`src/rtl/pc_gen_pkg.sv`:
```
// Shared widths, the fetch-address bundle and reset-PC helper
// for the multithreaded PC generator.
package pc_gen_pkg;

    localparam int XLEN         = 32;
    localparam int THREAD_WIDTH = 2;
    localparam int INSTR_WIDTH  = 32;
    localparam int NUM_THREADS  = 1 << THREAD_WIDTH;

    typedef struct packed {
        logic                    valid;
        logic [THREAD_WIDTH-1:0] thread_id;
        logic [XLEN-1:0]         pc;
    } pc_gen_out_t;

    function automatic logic [XLEN-1:0] word_align(
        input logic [XLEN-1:0] a
    );
        return a & ~XLEN'(3);
    endfunction

    function automatic logic [XLEN-1:0] thread_reset_pc(
        input logic [XLEN-1:0] base,
        input logic [XLEN-1:0] stride,
        input int              t
    );
        return base + XLEN'(t) * stride;
    endfunction

endpackage

```
`src/rtl/pc_gen_rr_arbiter.sv`:
```
// Round-robin arbiter: scans upward from the slot after the last
// grant and returns a one-hot grant plus its index.
module rr_arbiter #(
    parameter int N = 4,
    parameter int W = (N > 1) ? $clog2(N) : 1
) (
    input  logic [N-1:0] req,
    input  logic [W-1:0] last,
    output logic [N-1:0] gnt,
    output logic [W-1:0] idx,
    output logic         valid
);

    always_comb begin
        int         ci;
        logic [W-1:0] c;
        gnt   = '0;
        idx   = '0;
        valid = 1'b0;
        ci    = 0;
        c     = '0;
        for (int k = 1; k <= N; k++) begin
            ci = (int'(last) + k) % N;
            c  = W'(ci);
            if (!valid && req[c]) begin
                valid  = 1'b1;
                gnt[c] = 1'b1;
                idx    = c;
            end
        end
    end

endmodule

```
`src/rtl/pc_gen.sv`:
```
// Per-thread program counters with round-robin issue of one
// registered {thread, pc} fetch address per unstalled cycle.
import pc_gen_pkg::*;

module pc_gen #(
    parameter logic [XLEN-1:0] RESET_PC      = 32'h0000_0000,
    parameter logic [XLEN-1:0] THREAD_STRIDE = 32'h0000_1000
) (
    input  logic                    clk,
    input  logic                    rst,
    input  logic                    stall_i,
    input  logic [NUM_THREADS-1:0]  thread_en_i,
    input  logic                    redirect_valid_i,
    input  logic [THREAD_WIDTH-1:0] redirect_thread_i,
    input  logic [XLEN-1:0]         redirect_pc_i,
    output logic                    pc_valid_o,
    output logic [THREAD_WIDTH-1:0] pc_thread_id_o,
    output logic [XLEN-1:0]         pc_pc_o
);

    logic [XLEN-1:0]         pc_q [NUM_THREADS];
    logic [XLEN-1:0]         pc_d [NUM_THREADS];
    logic [THREAD_WIDTH-1:0] last_q, last_d;
    pc_gen_out_t             out_q, out_d;

    logic [NUM_THREADS-1:0]  redir_mask;
    logic [NUM_THREADS-1:0]  eligible;
    logic [NUM_THREADS-1:0]  gnt;
    logic [THREAD_WIDTH-1:0] sel;
    logic                    any;
    logic                    issue;
    logic                    squash;
    logic [XLEN-1:0]         redir_pc;

    always_comb begin
        redir_mask = '0;
        if (redirect_valid_i)
            redir_mask[redirect_thread_i] = 1'b1;
    end

    assign eligible = thread_en_i & ~redir_mask;
    assign redir_pc = word_align(redirect_pc_i);

    rr_arbiter #(
        .N (NUM_THREADS),
        .W (THREAD_WIDTH)
    ) u_arb (
        .req   (eligible),
        .last  (last_q),
        .gnt   (gnt),
        .idx   (sel),
        .valid (any)
    );

    assign issue  = !stall_i && any;
    // A held address for the redirected thread must never reach fetch.
    assign squash = stall_i && redirect_valid_i && out_q.valid
                    && (out_q.thread_id == redirect_thread_i);

    always_comb begin
        pc_d   = pc_q;
        last_d = last_q;
        out_d  = out_q;
        for (int t = 0; t < NUM_THREADS; t++) begin
            if (redir_mask[t])
                pc_d[t] = redir_pc;
            else if (issue && gnt[t])
                pc_d[t] = pc_q[t] + XLEN'(4);
        end
        if (!stall_i) begin
            if (any) begin
                out_d.valid     = 1'b1;
                out_d.thread_id = sel;
                out_d.pc        = pc_q[sel];
                last_d          = sel;
            end else begin
                out_d.valid = 1'b0;
            end
        end else if (squash) begin
            out_d.valid = 1'b0;
        end
    end

    always_ff @(posedge clk or negedge rst) begin
        if (!rst) begin
            for (int t = 0; t < NUM_THREADS; t++)
                pc_q[t] <= thread_reset_pc(RESET_PC, THREAD_STRIDE, t);
            last_q <= THREAD_WIDTH'(NUM_THREADS - 1);
            out_q  <= '0;
        end else begin
            for (int t = 0; t < NUM_THREADS; t++)
                pc_q[t] <= pc_d[t];
            last_q <= last_d;
            out_q  <= out_d;
        end
    end

    assign pc_valid_o     = out_q.valid;
    assign pc_thread_id_o = out_q.thread_id;
    assign pc_pc_o        = out_q.pc;

endmodule

```
`config.mk`:
```
export PLATFORM = sky130hd
export DESIGN_NAME = pc_gen
export DESIGN_NICKNAME = d
export VERILOG_FILES = /design/src/rtl/pc_gen_pkg.sv /design/src/rtl/pc_gen_rr_arbiter.sv /design/src/rtl/pc_gen.sv
export SDC_FILE = /design/constraint.sdc
export NUM_CORES = 1
export LEC_CHECK = 0
export CORE_MARGIN = 5
export CORE_UTILIZATION = 59
export DETAILED_ROUTE_END_ITERATION = 6
export PLACE_DENSITY = 0.78
export SYNTH_ARGS = -nofsm -noshare
export SYNTH_HDL_FRONTEND = slang
export SYNTH_SLANG_ARGS = --single-unit
```
`constraint.sdc`:
```
create_clock -name clk -period 3.9 [get_ports clk]
set_input_delay 0.78 -clock clk [delete_from_list [all_inputs] [get_ports clk]]
set_output_delay 0.78 -clock clk [all_outputs]
set_load 0.01 [all_outputs]
```
# Word level (Yosys, flattened, before mapping)
# Cells that the tools add are included.
# word_totals
out_inout_bits,35
reg_bits,165
wordCells,106
in_bits,42
# op_classes
magnitude_cmp,11
bitwise_logic,7
mux,45
n_reduce_logical,25
eq_ne,2
add_sub_neg,8
# ops
operator,n
32-bit 2-to-1 mux,10
32-bit by 3-bit adder with 32-bit output (second input constant),4
32-bit binary-select mux with 2-bit select,1
4-bit 2-to-1 mux,5
1-bit logical AND,16
1-bit 2-to-1 mux,16
2-bit by 3-bit < comparator with 1-bit output (second input constant),5
4-bit bitwise OR,3
1-bit demux with 2-bit select,5
2-bit by 1-bit >= comparator with 1-bit output (second input constant),5
1-bit binary-select mux with 2-bit select,4
2-bit 2-to-1 mux,4
2-bit nonzero test,4
2-bit by 1-bit adder with 2-bit output (second input constant),2
2-bit adder (second input constant),2
4-bit AND,1
1-bit logical NOT,4
4-bit NOT,1
3-bit >= comparator (second input constant),1
2-bit NOT with 3-bit output,1
2-bit equality test,1
2-bit by 1-bit != test with 1-bit output (second input constant),1
2-bit AND reduction,1
1-bit NOT,1

# Depth between registers and ports, before layout
# depth
depth_word,23
mapped_depth,13
mapped_depth_nobuf,10

# Hierarchy
# Synthesis repeated with hierarchy kept, for this count alone.
# unflattened
hier_cells,1055
area_unflattened_um2,9575.4
# by_module_without_submodules
module,n_inst,cells_each,seq_area_each_um2,area_each_um2
pc_gen,1,969,3886.2,8946.1
rr_arbiter,1,86,0.0,629.4

# Least setup slack after synthesis
# No wires, ideal clock.
# synth_path
path_type,reg2reg
start,reg last_q[0]
end,reg pc_q[60] in the netlist's numbering
t_arrival_ns,3.203
setup_slack_ns,0.615
period_less_slack_ns,3.285
t_required_ns,3.818
setup_time_ns,0.082
path_stages_with_launch,13
path_cell_list,dfstp_2 > clkbuf_1 > inv_1 > ha_1 > and2_1 > a32oi_1 > a22oi_1 > nor3_2 > a22o_1 > o2111ai_2 > buf_2 > or3_1 > a31oi_1
# synth_between
elab_chain_len,16
elab_cells_between_ends,52
classes_between,add/sub (4); order compare (8); mux (24); bitwise (3); reduce/logical (13)
# synth_lines
item,line,rtl
start: declaration,pc_gen.sv:23,"logic [THREAD_WIDTH-1:0] last_q, last_d;"
start signal: assignment,pc_gen.sv:88,last_q <= THREAD_WIDTH'(NUM_THREADS - 1);
start signal: assignment,pc_gen.sv:93,last_q <= last_d;
"parallel branches: the longest is 14 deep, another holds 2-bit by 3-bit < comparator with 1-bit output",n/a,
1-bit logical AND *,pc_gen.sv:67,else if (issue && gnt[t])
2-bit nonzero test (no source line) *,n/a,
end signal: indexed assignment,pc_gen.sv:87,"pc_q[t] <= thread_reset_pc(RESET_PC, THREAD_STRIDE, t);"
end signal: indexed assignment,pc_gen.sv:92,pc_q[t] <= pc_d[t];
end: declaration,pc_gen.sv:21,logic [XLEN-1:0] pc_q [NUM_THREADS];
# Every way passes the cells marked *. The select of a mux whose other input is x is not followed.
# A chain may end at the register's enable or synchronous reset.

# Worst setup path after layout
# layout_path
start,in redirect_thread_i[1]
end,reg pc_q[43] in the netlist's numbering
# layout_between
elab_chain_len,22
elab_cells_between_ends,37
classes_between,order compare (2); mux (20); bitwise (5); reduce/logical (10)
# layout_lines
item,line,rtl
start: declaration,pc_gen.sv:14,"input logic [THREAD_WIDTH-1:0] redirect_thread_i,"
2-bit by 3-bit < comparator with 1-bit output (implied by the code) / 2-bit by 1-bit >= comparator with 1-bit output (equally long branches),pc_gen.sv:38,redir_mask[redirect_thread_i] = 1'b1;
1-bit logical AND (implied by the code),pc_gen.sv:38,
1-bit 2-to-1 mux (implied by the code),pc_gen.sv:38,
1-bit demux with 2-bit select *,pc_gen.sv:38,
4-bit 2-to-1 mux *,pc_gen.sv:37,if (redirect_valid_i)
4-bit NOT,pc_gen.sv:41,assign eligible = thread_en_i & ~redir_mask;
4-bit AND,pc_gen.sv:41,
1-bit binary-select mux with 2-bit select,pc_gen_rr_arbiter.sv:25,if (!valid && req[c]) begin
(+6 left out),n/a,
1-bit logical AND,pc_gen_rr_arbiter.sv:25,
1-bit 2-to-1 mux,pc_gen_rr_arbiter.sv:25,
1-bit logical NOT,pc_gen_rr_arbiter.sv:25,
1-bit logical AND,pc_gen_rr_arbiter.sv:25,
1-bit 2-to-1 mux,pc_gen_rr_arbiter.sv:25,
1-bit logical AND,pc_gen.sv:55,assign issue = !stall_i && any;
1-bit logical AND,pc_gen.sv:67,
2-bit nonzero test (no source line),n/a,
# Every way passes the cells marked *; elsewhere a longest branch is shown, timed or not. The select of a mux whose other input is x is not followed.

==> summary.md <==
| Metric | Value |
|---|---|
| Run status | finished, final reports clean |
| Number of warnings reported in the yosys synthesis log | 0 |
| CTS Buf Count | 17 |
| Nets | 1,239 |
| Maximum number of pins on one net before global-route repair | 77 |
| Number of buffers added to fix hold violations after cts | 0 |
| GP Congestion | 0.908 |
| Post-DRT Antenna Nets | 0 |
| Clock tree buffer depth | 2 |
| Internal Dissipation | 4.34 mW |
| Biggest area consumer among synthesized cells | dfrtp_1 |
| Summed negative setup slack over all endpoints | 0 ns |
| Avg Synthesized Cell Area | 8.80 um^2 |
| Max capacitance violation total | 0 |
| Synthesis-to-layout area growth | 18.6% |
| Net switching share of the total power | 0.396 |
| Area of the mapped netlist | 9750 um^2 |
| TritonCTS clock tree | built |
| Clock Skew | 0.0126 ns |
| Max transition margin | 0.416 |
| Antenna violations before repair | 0 |
| # setup viols final | 0 |
| Post-Route Utilization | 0.704 |
| Top area cells in the synthesized netlist | dfrtp_1 (38%), mux2i_1 (6.9%), o21ai_0 (5.1%) |
| Drt wl/cell | 20.7 um |
| Die boundary width | 139 um |
| Ys async rst share | 1.00 |
| Power share of the sequential group | 0.351 |
| Final design area excluding fillers | 11,600 um^2 |
| Setup repair after global routing missed its margin | false |
| Post-layout min period | 3.46 ns |
| Vias in the first global route | 8,820 |
| Maximum cell stage delay along the critical path | 0.54 ns |
| Die outline height | 139 um |
| Buffer count from post-CTS setup fixing | 0 |
| Post-CTS Resized | 0 |
| Period utilisation layout | 0.888 |
| Placeable core region | 16,400 um^2 |
| Drt first-iter violations | 1,123 |
| Drc violations | 0 |
| Total iterations of the first detailed-routing run | 5 |
| Cell count of the worst reg-to-reg path | 11 |
| Ports | 77 |
| Clock share of power | 0.215 |
| Power density relative to cell area | 622 nW/um^2 |
| Critical-path cell with the highest stage delay | clkdlybuf4s50_1 |
| Top-area cell type share of the netlist area | 0.383 |
| Seq cells post-synth | 155 |
| Sink count of the clock tree | 155 |
| Number of filler cells placed in the layout | 1,275 |
| Part of the power in combinational logic | 0.434 |
| CP Class | in2reg |
| Crit. End Element | flop |
| Number of distinct standard cells referenced by the synthesized netlist | 66 |
| Clock slew at the register clock pins of the worst setup and hold paths | 0.06 ns |
| Max Fanout on Critical Path | 9 |
| Critical path arrival | 3.81 ns |
| Peak supply drop | 386 uV |
| Clock tree root buffer cell | clkbuf_16 |
| N_diodes | 0 |
| Leakage | 4.81 nW |
| Worst-Margin Slew | 0.874 ns |
| Portion of the post-synthesis area used by sequential elements | 0.399 |
| First-pass GRT wire length | 47,600 um |
| Vias | 9,198 |
| Via density per instance | 6.49 |
| Final hold violation count | 0 |
| Required time of the critical path | 4.25 ns |
| Achievable frequency | 0.289 GHz |
| H-tree depth reported by CTS | 4 |
| Number of placement rows | 47 |
| GR Overflow Total | 0 |
| Effective utilization at floorplan | 0.594 |
| Sort of element at the start of the critical path | input pin |
| Total of buffers placed on input and output ports | 72 |
| Slew Viols, Final | 0 |
| Die area | 19,200 um^2 |
| Dominant synthesized flop cell | dfrtp_1 |
| Standard cell area after detailed placement | 11,000 um^2 |
| Number of synthesized flops with an enable pin | 0 |
| Synth Instances | 1,108 |
| Worst min-delay path category | in2async |
| Share of final-layout standard cells stronger than drive strength 1 | 0.0985 |
| Series of cell instances along the critical path | clkdlybuf4s50_1, buf_4, nand3b_1, a32oi_1, a22oi_1, nor3_2, a22o_1, buf_4, o21ai_1, or4_1, a31oi_1 |
| Switching power of the nets | 2.85 mW |
| Skew-Pair Late Insertion Delay | 0.44 ns |
| Gr usage total | 0.308 |
| Critical Path Most Common Cell | buf_4 |
| DP Wirelength | 20,400 um |
| Final wirelength | 29,400 um |
-- cells by family (layout without fill, tap and decap cells) --
| family | Yosys count | count (layout) | share of synthesized area |
|---|---|---|---|
| AO/OA/AOI/OAI | 315 | 315 | 0.208 |
| XOR/XNOR | 79 | 79 | 0.0710 |
| adder cells (fa/ha/maj) | 12 | 12 | 0.0154 |
| buffers and inverters | 101 | 190 | 0.0425 |
| flip-flops | 155 | 155 | 0.399 |
| multiplexers | 68 | 68 | 0.0700 |
| other | 1 | 2 | 0.000385 |
| AND/OR/NAND/NOR | 377 | 377 | 0.194 |
-- area by class of cell --
| cell class | count | area, um^2 | share of cell area |
|---|---|---|---|
| clock buffer | 19 | 453 | 0.0392 |
| clock inverter | 13 | 93.8 | 0.00812 |
| inverter | 24 | 90.1 | 0.00779 |
| multi-input combinational | 853 | 5470 | 0.473 |
| sequential | 155 | 3890 | 0.336 |
| tap | 220 | 275 | 0.0238 |
| timing repair buffer | 134 | 1290 | 0.111 |
-- metal layers --
metal / GRT usage / vias to the layer above / share of wire
met1: 0.441 / 4479 / 0.43
met3: 0.0691 / 66 / 0.092
met4: 0.103 / 0 / 0.025
li1: - / 4217 / -
met2: 0.466 / 436 / 0.45
met5: 0 / - / 0
-- critical path, delay by kind of cell --
| family | cells | cell delay, ns |
|---|---|---|
| compound gates | 5 | 1.17 |
| simple gates | 3 | 0.88 |
| buf+inv | 3 | 0.96 |
-- power groups by stage --
stage,Clock [mW],Combinational (mW),Sequential [mW]
after global placement,0,3.01,2.51
after CTS,1.56,3.08,2.50
after global routing,1.63,3.35,2.58
final,1.55,3.12,2.52
after detailed placement,0,3.07,2.52
after floorplan,0,1.81,2.48
-- synth_stat cells (all sizes together) (12+ instances only) --
cell type / instances
clkbuf: 54
buf: 23
nor3: 17
or3: 27
a21oi: 39
nor4: 17
ha: 12
o21ai: 103
nand2: 103
o211ai: 18
xor2: 47
dfrtp: 149
inv: 24
a21o: 31
o2111ai: 23
nand3: 38
or4: 12
xnor2: 32
mux2i: 67
o22ai: 34
nor2: 89
and3: 23
a31oi: 32
-- worst paths after layout --
kind / slack, ns / startpoint / to
max reg2reg: 0.46 / last_q[0]$_DFFE_PN1P_ / pc_q[43]$_DFFE_PN0P_
max: 0.44 / redirect_thread_i[1] / pc_q[43]$_DFFE_PN0P_
min reg2reg: 0.48 / pc_pc_o[10]$_DFFE_PN0P_ / pc_pc_o[10]$_DFFE_PN0P_
min in group clk: 0.48 / pc_pc_o[10]$_DFFE_PN0P_ / pc_pc_o[10]$_DFFE_PN0P_
max in group asynchronous: 2.67 / rst / last_q[0]$_DFFE_PN1P_
min: 0.32 / rst / pc_q[8]$_DFFE_PN0P_
-- metrics by stage --
step	power [mW]	std cells	hold slack, ns	setup WS [ns]
6_report	7.18	1418	0.324	0.436
5_1_grt	7.56	1418	0.442	0.232
4_1_cts	7.14	1418	0.393	0.476
3_5_place_dp	5.59	1386	0.465	0.0421
3_3_place_gp	5.51	1386	0.460	0.0600
2_1_floorplan	4.29	1109	0.484	0.615
-- layout by cell type, fill, tap and decap left out, types with 34 or more instances in the layout --
cell,instances
xor2_1,47
a21oi_1,38
nor2_1,89
buf_4,54
dfrtp_1,149
o21ai_0,99
nand2_1,103
clkdlybuf4s50_1,71
o22ai_1,34
nand3_1,38
mux2i_1,67
-- flip-flops by register name (all words and copies together) (netlist names) --
name            count
pc_valid_o          1
pc_q              120
last_q              2
pc_pc_o            30
pc_thread_id_o      2
(Power assumes the default switching activity.)
